`config.mk`:
```
export PLATFORM = sky130hd
export DESIGN_NAME = lfsr_gen
export DESIGN_NICKNAME = d
export VERILOG_FILES = /design/src/rtl/lfsr_pkg.sv /design/src/rtl/lfsr_next.sv /design/src/rtl/lfsr_gen.sv
export SDC_FILE = /design/constraint.sdc
export NUM_CORES = 1
export LEC_CHECK = 0
export ABC_AREA = 1
export BUFFER_PORTS_ARGS = -buffer_cell sky130_fd_sc_hd__buf_2
export CORE_ASPECT_RATIO = 1.5
export CORE_MARGIN = 5
export CORE_UTILIZATION = 30
export DETAILED_ROUTE_END_ITERATION = 6
export SLEW_MARGIN = 20
export SYNTH_ARGS = -nofsm -noshare
export SYNTH_HDL_FRONTEND = slang
export SYNTH_SLANG_ARGS = --single-unit
```
`constraint.sdc`:
```
create_clock -name clk -period 1.58 [get_ports clk]
set_input_delay 0.316 -clock clk [delete_from_list [all_inputs] [get_ports clk]]
set_output_delay 0.316 -clock clk [all_outputs]
set_load 0.01 [all_outputs]
```
`src/rtl/lfsr_pkg.sv`:
```
// Shared definitions for the parametrised LFSR: feedback topology selectors,
// the per-edge action decode, known-maximal tap masks and the Galois mask helper.
package lfsr_pkg;

   // Widest register the generator supports; helpers work at this width.
   localparam int unsigned MAX_WIDTH = 16;

   // Feedback topology selectors for the MODE parameter.
   localparam bit MODE_FIB = 1'b0;
   localparam bit MODE_GAL = 1'b1;

   // What the register does on a given clock edge, in priority order.
   typedef enum logic [1:0] {
      ACT_HOLD    = 2'd0,  // neither load nor en: everything held
      ACT_LOAD    = 2'd1,  // runtime seed load, wins over en
      ACT_RECOVER = 2'd2,  // en while stuck at all-zero: reseed
      ACT_STEP    = 2'd3   // normal advance by one step
   } lfsr_action_e;

   // Fibonacci tap masks giving a maximal-length sequence (period 2^w-1).
   // Bit i set means Q[i] feeds the XOR. Unsupported widths return 0.
   function automatic logic [MAX_WIDTH-1:0] default_taps(input int unsigned width);
      logic [MAX_WIDTH-1:0] taps;
      case (width)
         3:       taps = 16'h0006;
         4:       taps = 16'h000C;
         5:       taps = 16'h0014;
         6:       taps = 16'h0030;
         7:       taps = 16'h0060;
         8:       taps = 16'h00B8;
         9:       taps = 16'h0110;
         10:      taps = 16'h0240;
         11:      taps = 16'h0500;
         12:      taps = 16'h0829;
         13:      taps = 16'h100D;
         14:      taps = 16'h2015;
         15:      taps = 16'h6000;
         16:      taps = 16'hD008;
         default: taps = '0;
      endcase
      return taps;
   endfunction

   // Galois XOR mask derived from a Fibonacci-style tap mask: the taps move up
   // one place and bit 0 always receives the bit shifted out of the top.
   // Callers keep only the low WIDTH bits of the result.
   function automatic logic [MAX_WIDTH-1:0] galois_mask(input logic [MAX_WIDTH-1:0] taps);
      return (taps << 1) | MAX_WIDTH'(1);
   endfunction

endpackage

```
`src/rtl/lfsr_next.sv`:
```
// Combinational next-state of the LFSR for either feedback topology.
// Holds no state; the owning block decides when the result is taken.
module lfsr_next
   import lfsr_pkg::*;
#(
   parameter int unsigned      WIDTH = 3,
   parameter logic [WIDTH-1:0] TAPS  = 3'b110,
   parameter bit               MODE  = MODE_FIB
) (
   input  logic [WIDTH-1:0] q_i,
   output logic [WIDTH-1:0] next_o
);

   // Galois mask resolved at elaboration; only the low WIDTH bits are relevant.
   localparam logic [MAX_WIDTH-1:0] GAL_FULL = galois_mask(MAX_WIDTH'(TAPS));
   localparam logic [WIDTH-1:0]     GAL_MASK = GAL_FULL[WIDTH-1:0];

   generate
      if (MODE == MODE_GAL) begin : g_galois
         // Shift left; when the outgoing top bit is 1, fold it back through the mask.
         always_comb begin
            next_o = {q_i[WIDTH-2:0], 1'b0} ^ (q_i[WIDTH-1] ? GAL_MASK : '0);
         end
      end else begin : g_fibonacci
         // Shift left and insert the parity of the tapped bits at the bottom.
         always_comb begin
            next_o = {q_i[WIDTH-2:0], ^(q_i & TAPS)};
         end
      end
   endgenerate

endmodule

```
`src/rtl/lfsr_gen.sv`:
```
// Parametrised LFSR with step enable, runtime seed load, all-zero lock-up
// recovery and on-line measurement of the sequence period against a
// reference value (the last seed applied).
module lfsr_gen
   import lfsr_pkg::*;
#(
   parameter int unsigned      WIDTH = 3,
   parameter logic [WIDTH-1:0] TAPS  = 3'b110,
   parameter logic [WIDTH-1:0] SEED  = 3'b001,
   parameter bit               MODE  = MODE_FIB
) (
   input  logic             clk,
   input  logic             set,
   input  logic             en,
   input  logic             load,
   input  logic [WIDTH-1:0] seed_in,
   output logic [WIDTH-1:0] Q,
   output logic             serial_out,
   output logic             wrap,
   output logic             lockup,
   output logic [WIDTH-1:0] step_cnt,
   output logic [WIDTH-1:0] period,
   output logic             period_valid
);

   // Architectural state.
   logic [WIDTH-1:0] q_q,      q_d;
   logic [WIDTH-1:0] ref_q,    ref_d;
   logic [WIDTH-1:0] cnt_q,    cnt_d;
   logic [WIDTH-1:0] period_q, period_d;
   logic             pvalid_q, pvalid_d;
   logic             wrap_q,   wrap_d;
   logic             lockup_q, lockup_d;

   // Helpers.
   logic [WIDTH-1:0] next_q;
   logic [WIDTH-1:0] cnt_inc;
   lfsr_action_e     action;

   lfsr_next #(
      .WIDTH (WIDTH),
      .TAPS  (TAPS),
      .MODE  (MODE)
   ) u_next (
      .q_i    (q_q),
      .next_o (next_q)
   );

   // Step counter increment, pinned at all-ones for tap sets that never return.
   assign cnt_inc = (cnt_q == '1) ? cnt_q : cnt_q + WIDTH'(1);

   // Decode what this edge does: load beats en, and en on all-zero reseeds.
   always_comb begin
      // NOTE: every always_comb output gets a default first so no path leaves it unassigned and infers a latch.
      action = ACT_HOLD;
      if (load) begin
         action = ACT_LOAD;
      end else if (en) begin
         action = (q_q == '0) ? ACT_RECOVER : ACT_STEP;
      end
   end

   // Next-state for the register, reference, counters and one-cycle pulses.
   always_comb begin
      q_d      = q_q;
      ref_d    = ref_q;
      cnt_d    = cnt_q;
      period_d = period_q;
      pvalid_d = pvalid_q;
      wrap_d   = 1'b0;
      lockup_d = 1'b0;
      case (action)
         ACT_LOAD: begin
            q_d   = seed_in;
            ref_d = seed_in;
            cnt_d = '0;
         end
         ACT_RECOVER: begin
            q_d      = SEED;
            ref_d    = SEED;
            cnt_d    = '0;
            lockup_d = 1'b1;
         end
         ACT_STEP: begin
            q_d = next_q;
            if (next_q == ref_q) begin
               wrap_d   = 1'b1;
               period_d = cnt_inc;
               pvalid_d = 1'b1;
               cnt_d    = '0;
            end else begin
               cnt_d = cnt_inc;
            end
         end
         default: ;
      endcase
   end

   // State registers; set restores the seed and discards any measured period.
   always_ff @(posedge clk or posedge set) begin
      if (set) begin
         q_q      <= SEED;
         ref_q    <= SEED;
         cnt_q    <= '0;
         period_q <= '0;
         pvalid_q <= 1'b0;
         wrap_q   <= 1'b0;
         lockup_q <= 1'b0;
      end else begin
         // NOTE: registers use non-blocking assignment so every flop samples pre-edge values.
         q_q      <= q_d;
         ref_q    <= ref_d;
         cnt_q    <= cnt_d;
         period_q <= period_d;
         pvalid_q <= pvalid_d;
         wrap_q   <= wrap_d;
         lockup_q <= lockup_d;
      end
   end

   assign Q            = q_q;
   assign serial_out   = q_q[WIDTH-1];
   assign wrap         = wrap_q;
   assign lockup       = lockup_q;
   assign step_cnt     = cnt_q;
   assign period       = period_q;
   assign period_valid = pvalid_q;

endmodule

```
[Yosys cells after proc, flatten, opt, wreduce, memory -nomap -nowiden]
Index checks and enable logic that the tools add are counted.
Word-level totals
  register bits: 15
  output and inout port bits: 13
Operators by class
  $add $sub $neg: 1
  eq/ne operators: 5
  muxes and demuxes: 11
  reductions and logical operators: 7
Operator list (number)
  $pmux 3 s2: 2
  $pmux 3 s3: 1
  $mux 3: 2
  $eq 2x2->1 const B: 2
  $mux 1: 4
  $mux 2: 2
  $reduce_bool 2->1: 2
  $add 3x1->3 const B: 1
  $eq 3x3->1: 1
  $eq 3x3->1 const B: 1
  $logic_not 3->1: 1
  $reduce_bool 3->1: 1
  $reduce_xor 3->1: 1
  $eq 2x1->1 const B: 1
  $reduce_and 2->1: 1
  $reduce_or 2->1: 1

[Longest topological paths before layout]
Gate-level depths: netlist of the first run.
  depth in word-level cells: 7
  depth in mapped cells: 10
  mapped depth without buffers: 10

[Cells and area by module]
From an unflattened synthesis of the first run, not the netlist that was laid out.
Unflattened totals
  cell total of the unflattened synthesis: 110
  area, all modules: 859.6 µm²
Modules (own cells, without submodules)
  lfsr_gen: times used 1, cells each 103, area each 825.8 µm², seq. area each 377.9 µm²
  lfsr_next: times used 1, cells each 7, area each 33.8 µm², seq. area each 0.0 µm²

[Worst setup path after synthesis of the first run]
Ideal clock, no wire load.
  path type: reg2reg
  start point: reg q_q[1] (netlist: Q[1])
  end point: reg ref_q[0]
  arrival: 1446 ps
  path slack: 61 ps
  cell stages (with the launch flop): 11
  period minus slack after synthesis: 1519 ps
  cell sequence: dfrtp_1 > inv_2 > nand2_2 > nor3_1 > nor2_1 > ha_1 > inv_1 > nor2_1 > inv_1 > nor2_1 > a21oi_1
On the way
  longest elaborated chain between the ends: 6
RTL lines
  from (decl): RTL line lfsr_gen.sv:27  | logic [WIDTH-1:0] q_q, q_d;
  from (signal assigned): RTL line lfsr_gen.sv:111  | q_q <= q_d;
  $logic_not 3->1 *: RTL line lfsr_gen.sv:59  | action = (q_q == '0) ? ACT_RECOVER : ACT_STEP;
  $mux 1 *: RTL line lfsr_gen.sv:59
  $mux 2 *: RTL line lfsr_gen.sv:58  | end else if (en) begin
  $mux 2 *: RTL line lfsr_gen.sv:56  | if (load) begin
  $eq 2x2->1 or $eq 2x1->1 (tied branches): RTL line lfsr_gen.sv:72  | case (action)
  $pmux 3 s2 or $reduce_bool 2->1 (tied branches)
  to (signal assigned): RTL line lfsr_gen.sv:112  | ref_q <= ref_d;
  to (decl): RTL line lfsr_gen.sv:28  | logic [WIDTH-1:0] ref_q, ref_d;
Every way passes the cells marked *; elsewhere a longest branch is shown, timed or not.
A chain may end at the register's enable or synchronous reset.

[Worst setup path after layout of the first run]
  start point: reg q_q[2] (netlist: Q[2])
  end point: reg ref_q[0]
The elaborated chain is that of the path after synthesis.

==> impl_metrics.yaml, run 1 <==
outcome:
  status: "complete, no violations"
critical_path:
  cp-end-kind: "flip-flop"
  path_cells: "inv_2 > nand2_4 > nor3_4 > nor2_2 > ha_1 > inv_2 > nor2_2 > inv_2 > nor2_1 > a21oi_1"
  cp_max_fo: 3
  slowest_stage: "dfrtp_1"
  cp.arrival_ns: 1.75
  start_kind: "flip-flop"
  crit_top_cell: "inv_2"
  crit_required_ns: 1.76
  path_class: "flip-flop to flip-flop"
  slowest_delay_ns: 0.39
synth:
  ys_top_cells_by_count: "nand2_1, inv_1, dfrtp_1"
  synthTopCellsByArea: "dfrtp_1, nand2_1, inv_1, dfstp_2, nand2_4"
  synth.largest_area_cell: "dfrtp_1"
  synth_cell_type_count: 21
  syn_nets: 114
  synth_seq_area_share_pct: 44.3
  synth_flop_cell: "dfrtp_1"
  synth-seq-cells: 15
  synth-edff-count: 0
  yosysWarnings: 0
  synth_top_area_share_pct: 38.2
  syn_area_per_cell_um2: 8.19
  syn_area_um2: 852
  async_reset_ff_share_pct: 100
  synth.most_common_cell: "nand2_1"
  syn_inst: 104
cts:
  path_clk_slew_ns: 0.07
  cts_max_level: 1
  ctsHoldBuffers: 0
  cts_tree: "yes"
  numClockSinks: 15
  insertion_delay_ns: 0.25
  numCtsBuffers: 3
  ctsLongestPathBuffers: 2
  cts.root.buffer_cell: "clkbuf_8"
sta:
  layout_min_cycle_time_ns: 1.57
  rsz0062_at_grt: "true"
  hold_viol: 0
  period_share_pct: 99.2
  worst_slew_pin_slew_ns: 0.577
  setup_violations: 0
  skew_ns: 0.00124
  max_freq_mhz: 638
  drv_slew: 0
  slew_headroom_pct: 61.5
route:
  ant_nets: 0
  drt_iter0_drc: 12
  firstDrtPassIters: 4
  wl_per_cell_um: 11.4
  vias_per_cell: 4.44
  routed_wl_um: 2020
  routed-via-count: 786
  drc: 0
floorplan:
  die_w_um: 53.5
  start_util_pct: 31.5
  io_pins: 20
  core_um2: 2710
  die_h_um: 75.3
  die-area_um2: 4030
  rows: 23
cells_and_area:
  syn2layout_area_growth_pct: 36.3
  final_util_pct: 42.9
  antenna_cells: 0
  drive_above_1_share_pct: 40.0
  final_cell_count_no_fill: 177
  fill_cells: 301
  final_area_um2: 1160
  nNetsFinal: 151
pwr:
  irDropWorstVdd_mv: 0.363
  power_density_nw_per_um2: 980
  p_leak_uw: 0.000667
placed_design:
  gp_congestion: 0.856
  hpwl_um: 1550
  portBuffers: 19
  place_inst: 166
  place_area_um2: 1040
global_routing:
  grt_usage_pct: 11.1
  antenna_found_initial: 0
  grt_pass1_wl_um: 3280
  overflow: 0
  grt_pass1_vias: 794
  grt_start_max_net_pins: 16
hold_path:
  worstHoldPathType: "input pin to asynchronous set/reset pin"
flow_run:
  cap_violations: 0
[final timing paths]
kind,startpoint,endpoint,slack (ns),cells past startpoint
hold / removal,set,ref_q[2],0.11,2
setup / recovery,Q[2],ref_q[0],0.01,10
min in group clk,seed_in[0],ref_q[0],0.31,3
hold reg to reg,period_valid,period_valid,0.46,2
max in group asynchronous,set,Q[1],1.09,2
setup reg to reg,Q[2],ref_q[0],0.01,10
[metrics by stage]
step | hold slack [ns] | setup slack (ns) | setup TNS, ns | power (µW)
detailed placement | 0.414 | -0.0204 | -0.0204 | 784
global placement | 0.412 | 0.0619 | 0 | 778
finish | 0.115 | 0.0125 | 0 | 1140
CTS | 0.143 | 0.0228 | 0 | 1110
global route | 0.178 | -0.0820 | -0.214 | 1210
floorplan | 0.216 | 0.0607 | 0 | 684
[state kept, by name (all words and copies together) (netlist names)]
| register | cells |
|---|---|
| step_cnt | 3 |
| period | 3 |
| Q | 3 |
| lockup | 1 |
| wrap | 1 |
| period_valid | 1 |
| ref_q | 3 |
[layer usage]
layer / global-route usage (%) / part of all wire, % / vias to the layer above
met5: 0 / 0 / -
met4: 8.24 / 3.4 / 0
li1: - / - / 396
met1: 11.5 / 39 / 361
met2: 19.6 / 54 / 22
met3: 1.58 / 3.4 / 7
[layout make-up]
type	instances	area, µm²	area share [%]
inverter	21	78.8	6.79
multi-input combinational	67	409	35.2
clock inverter	1	7.51	0.647
clock buffer	3	41.3	3.56
tap	37	46.3	3.99
sequential	15	378	32.5
timing repair buffer	33	200	17.2
[worst max-delay path, delay by kind of cell, from the launching register on]
family          cells  cell delay, ns
compound gates      1            0.05
buf+inv             3            0.20
flops               1            0.39
fa+ha+maj           1            0.31
simple gates        5            0.55
[cell usage in the layout (no fill, tap or decap)]
cell type	count
dfrtp_1	13
nand2_2	1
nor2_2	2
a21oi_1	3
nor2_1	4
nand3_2	1
buf_2	19
nand3_4	1
ha_1	3
nand2_1	31
nand2_4	5
nor3_4	1
nand4_1	3
o22ai_1	2
buf_4	14
inv_2	5
a22oi_1	1
nand3_1	5
o21ai_1	1
clkbuf_8	3
nor2_8	1
o221ai_1	2
clkinvlp_4	1
inv_1	16
dfstp_2	2
[cells by family after synthesis]
logic type | count (synthesis) | synth area share [%]
simple gates | 55 | 34.4
buf+inv | 22 | 10.1
flops | 15 | 44.3
compound gates | 9 | 6.75
fa+ha+maj | 3 | 4.41
[where the power goes]
group	switching, µW	total [µW]	internal (µW)
Sequential	30.7	467	437
Clock	146	323	177
Combinational	201	348	147
[what timing repair did]
action / CTS / global route
setup buffers: 0 / 7
gates resized for setup: 1 / 7
pin swaps: 0 / 6
endpoints found under the setup margin: 2 / 5
Note: power is estimated with default switching activity, not from simulation.
==> run 2, diff against run 1 <==
--- a/config.mk
+++ b/config.mk
@@ -11,6 +11,7 @@
 export CORE_MARGIN = 5
 export CORE_UTILIZATION = 30
 export DETAILED_ROUTE_END_ITERATION = 6
+export MAX_ROUTING_LAYER = met4
 export SLEW_MARGIN = 20
 export SYNTH_ARGS = -nofsm -noshare
 export SYNTH_HDL_FRONTEND = slang
==> impl_metrics.yaml, run 2 (synthesis results as in run 1) <==
outcome:
  status: "complete, no violations"
route:
  drt_iter0_drc: 12
  firstDrtPassIters: 4
  wl_per_cell_um: 11.4
  routed-via-count: 786
  drc: 0
  routed_wl_um: 2020
  vias_per_cell: 4.44
  ant_nets: 0
sta:
  drv_slew: 0
  fin_ws_ns: 0.0125
  rsz0062_at_grt: "true"
  layout_min_cycle_time_ns: 1.57
  max_freq_mhz: 638
  setup_violations: 0
  worst_slew_pin_slew_ns: 0.577
  hold_viol: 0
  skew_ns: 0.00123
  slew_headroom_pct: 61.5
  period_share_pct: 99.2
cts:
  insertion_delay_ns: 0.25
  path_clk_slew_ns: 0.07
  cts_tree: "yes"
  ctsLongestPathBuffers: 2
  cts.root.buffer_cell: "clkbuf_8"
  cts_max_level: 1
  numCtsBuffers: 3
  numClockSinks: 15
pwr:
  irDropWorstVdd_mv: 0.363
  power_density_nw_per_um2: 980
  p_leak_uw: 0.000667
global_routing:
  grt_usage_pct: 11.4
  grt_pass1_vias: 794
  overflow: 0
  antenna_found_initial: 0
  grt_start_max_net_pins: 16
  grt_pass1_wl_um: 3280
floorplan:
  start_util_pct: 31.5
  die_w_um: 53.5
  die-area_um2: 4030
  die_h_um: 75.3
  rows: 23
  io_pins: 20
  core_um2: 2710
placed_design:
  dpl_worst_slack_ns: -0.0204
  portBuffers: 19
  gp_congestion: 0.870
  hpwl_um: 1550
  place_inst: 166
critical_path:
  cp_max_fo: 3
  path_class: "flip-flop to flip-flop"
  cp.arrival_ns: 1.75
  crit_required_ns: 1.76
  cp-end-kind: "flip-flop"
  start_kind: "flip-flop"
cells_and_area:
  final_cell_count_no_fill: 177
  antenna_cells: 0
  layout_commonest_cell: "nand2_1"
  syn2layout_area_growth_pct: 36.3
  nNetsFinal: 151
  layout_common_cells: "nand2_1, buf_2, inv_1"
  drive_above_1_share_pct: 40.0
hold_path:
  worstHoldPathType: "input pin to asynchronous set/reset pin"
flow_run:
  cap_violations: 0
==> run 2: cell counts in the layout (fill, tap and decap cells not counted) <==
Identical to the previous run, type by type.
==> run 2: layout make-up <==
class                      count  area (µm²)
inverter                      21        78.8
fill                         301        1540
multi-input combinational     67         409
sequential                    15         378
tap                           37        46.3
clock buffer                   3        41.3
clock inverter                 1        7.51
timing repair buffer          33         200
==> run 2: stage by stage <==
step	utilization (%)	hold WS [ns]	total power [µW]	TNS [ns]	cell area (µm²)
5_1_grt	42.9	0.178	1210	-0.214	1160
4_1_cts	40.4	0.143	1110	0	1090
2_1_floorplan	-	0.216	684	0	852
3_5_place_dp	38.4	0.414	784	-0.0204	1040
6_report	42.9	0.115	1140	0	1160
3_3_place_gp	38.4	0.412	778	0	1040
==> run 2: repair_timing <==
| action | CTS | global route |
|---|---|---|
| gates cloned | 0 | 0 |
| gates resized for setup | 1 | 7 |
| endpoints found under the setup margin | 2 | 5 |
| hold buffers | 0 | 0 |
| hold endpoints to repair | 0 | 0 |
| pin swaps | 0 | 6 |
| buffers inserted | 0 | 7 |
==> run 2: final timing paths <==
path | startpoint | endpoint | slack, ns | depth (start not counted)
max | Q[2] | ref_q[0] | 0.01 | 10
min | set | ref_q[2] | 0.11 | 2
max reg2reg | Q[2] | ref_q[0] | 0.01 | 10
min reg2reg | period_valid | period_valid | 0.46 | 2
max in group asynchronous | set | Q[1] | 1.09 | 2
min in group clk | seed_in[0] | ref_q[0] | 0.31 | 3
==> run 2: report_power, final <==
part	internal [µW]	switching, µW
combinational	147	201
sequential	437	30.8
clock	177	146
==> run 2: routing by layer <==
layer / vias up / wire length (µm) / global-route usage (%)
li1: 396 / - / -
met5: - / 0 / -
met3: 7 / 68 / 1.39
met4: 0 / 69 / 8.24
met1: 361 / 782 / 11.6
met2: 22 / 1100 / 19.6
==> run 2: worst max-delay path, cell delays in order, from the launching register on <==
cell	delay, ns
dfrtp_1	0.39
inv_2	0.10
nand2_4	0.07
nor3_4	0.19
nor2_2	0.07
ha_1	0.31
inv_2	0.05
nor2_2	0.12
inv_2	0.05
nor2_1	0.10
a21oi_1	0.05
==> run 3, diff against run 2 <==
--- a/config.mk
+++ b/config.mk
@@ -5,7 +5,6 @@
 export SDC_FILE = /design/constraint.sdc
 export NUM_CORES = 1
 export LEC_CHECK = 0
-export ABC_AREA = 1
 export BUFFER_PORTS_ARGS = -buffer_cell sky130_fd_sc_hd__buf_2
 export CORE_ASPECT_RATIO = 1.5
 export CORE_MARGIN = 5
==> impl_metrics.yaml, run 3 <==
global_routing:
  overflow: 0
  antenna_found_initial: 0
  grt_usage_pct: 9.84
  grt_pass1_wl_um: 2620
  grt_pass1_vias: 600
  grt_start_max_net_pins: 16
cells_and_area:
  register_area_um2: 379
  drive_above_1_share_pct: 43.0
  syn2layout_area_growth_pct: 34.6
  multiInputGateArea_um2: 417
  antenna_cells: 0
  fill_cells: 239
  layout_common_cells: "buf_2, dfrtp_1, buf_4"
  final_cell_count_no_fill: 131
  nNetsFinal: 118
  final_util_pct: 42.1
  layout_commonest_cell: "buf_2"
sta:
  worst_slew_pin_slew_ns: 0.586
  rsz0062_at_grt: "true"
  period_share_pct: 99.1
  skew_ns: 0.00883
  layout_min_cycle_time_ns: 1.57
  hold_viol: 0
  slew_headroom_pct: 60.9
  fin_ws_ns: 0.0148
  max_freq_mhz: 639
  drv_slew: 0
  setup_violations: 0
cts:
  insertion_delay_ns: 0.29
  cts.root.buffer_cell: "clkbuf_4"
  path_clk_slew_ns: 0.10
  ctsHoldBuffers: 0
  cts_tree: "yes"
  ctsLongestPathBuffers: 2
  numClockSinks: 15
  numCtsBuffers: 3
  cts_max_level: 1
floorplan:
  rows: 22
  die_w_um: 51.5
  die-area_um2: 3720
  core_um2: 2480
  io_pins: 20
  start_util_pct: 31.3
  die_h_um: 72.2
outcome:
  status: "complete, no violations"
synth:
  syn_inst: 77
  synth_top_area_share_pct: 42.0
  syn_nets: 87
  synth_seq_area_share_pct: 48.8
  syn_area_per_cell_um2: 10.1
  async_reset_ff_share_pct: 100
  synth_flop_cell: "dfrtp_1"
  syn_area_um2: 774
  ys_top_cells_by_count: "dfrtp_1, nand2_1, o21ai_0"
  synth-edff-count: 0
  synth-seq-cells: 15
  synth.largest_area_cell: "dfrtp_1"
  synthTopCellsByArea: "dfrtp_1, dfstp_2, ha_1, o21ai_0, nand2_1"
  synth.most_common_cell: "dfrtp_1"
  synth_cell_type_count: 30
  yosysWarnings: 0
critical_path:
  cp-end-kind: "flip-flop"
  start_kind: "flip-flop"
  cp_max_fo: 6
  cp.arrival_ns: 1.74
  path_class: "flip-flop to flip-flop"
  crit_required_ns: 1.75
route:
  routed-via-count: 661
  drc: 0
  vias_per_cell: 5.05
  dr.max_layer_used: "met4"
  ant_nets: 0
  routed_wl_um: 1800
  wl_per_cell_um: 13.7
  drt_iter0_drc: 4
  met2WireLength_um: 1020
  met1_length_um: 663
  wl_met3_um: 63
  firstDrtPassIters: 4
flow_run:
  cap_violations: 0
placed_design:
  dpl_worst_slack_ns: 0.00462
  gp_congestion: 0.720
  hpwl_um: 1310
  place_inst: 125
  portBuffers: 19
pwr:
  p_leak_uw: 0.000526
  irDropWorstVdd_mv: 0.367
  power_density_nw_per_um2: 985
hold_path:
  worstHoldPathType: "input pin to asynchronous set/reset pin"
## run 3: power breakdown
part / total, µW / internal (µW) / switching [µW]
Sequential: 487 / 449 / 37.9
Clock: 221 / 94.1 / 127
Combinational: 318 / 167 / 151
Total: 1030 / 710 / 316
## run 3: cells by family after synthesis
kind of cell / Yosys count / synth area share, %
adders and majority gates: 3 / 4.85
xor gates and xnor gates: 4 / 4.52
buffers and inverters: 7 / 3.88
AOI/OAI and AO/OA: 18 / 15.2
DFF: 15 / 48.8
and+or+nand+nor: 26 / 16.8
muxes: 4 / 5.98
## run 3: critical path, cell delays in order, from the launching register on
cell and delay (ns):
dfrtp_1 0.41, buf_4 0.18, nor2_1 0.13, mux2i_2 0.12, buf_4 0.16, or2_1 0.22
a32o_1 0.25
## run 3: area by class of cell
| type | instances | share of cell area (%) |
|---|---|---|
| Clock inverter | 1 | 0.480 |
| Inverter | 4 | 1.44 |
| Clock buffer | 3 | 2.16 |
| Tap cell | 24 | 2.88 |
| Multi-Input combinational cell | 55 | 40.0 |
| Timing Repair Buffer | 29 | 16.7 |
| Sequential cell | 15 | 36.4 |
## run 3: per-stage QoR
step                      power (µW)  hold slack, ns  TNS (ns)  area [µm²]
after floorplan                  654           0.216    -0.119         779
after global placement           755           0.399         0         948
after detailed placement         758           0.408         0         948
after CTS                        985          0.0844   -0.0125         983
after global routing            1090           0.115    -0.221        1040
final                           1030          0.0718         0        1040
## run 3: worst paths after layout
kind / startpoint / end / slack [ns] / cells past startpoint
min in group clk: seed_in[2] / Q[2] / 0.28 / 3
min reg2reg: period_valid / period_valid / 0.47 / 1
min: set / lockup / 0.07 / 2
max: Q[1] / step_cnt[1] / 0.01 / 6
max in group asynchronous: set / Q[2] / 1.08 / 2
max reg2reg: Q[1] / step_cnt[1] / 0.01 / 6
## run 3: what timing repair did
item,in CTS,in global routing
setup buffers,1,1
resized for setup,0,10
setup endpoints to repair,2,6
pin swaps,1,2
## run 3: per-layer routing
metal	up-vias	track usage [%]
met4	0	7.00
met5	-	-
li1	326	-
met1	316	9.23
met2	15	17.4
met3	4	1.85
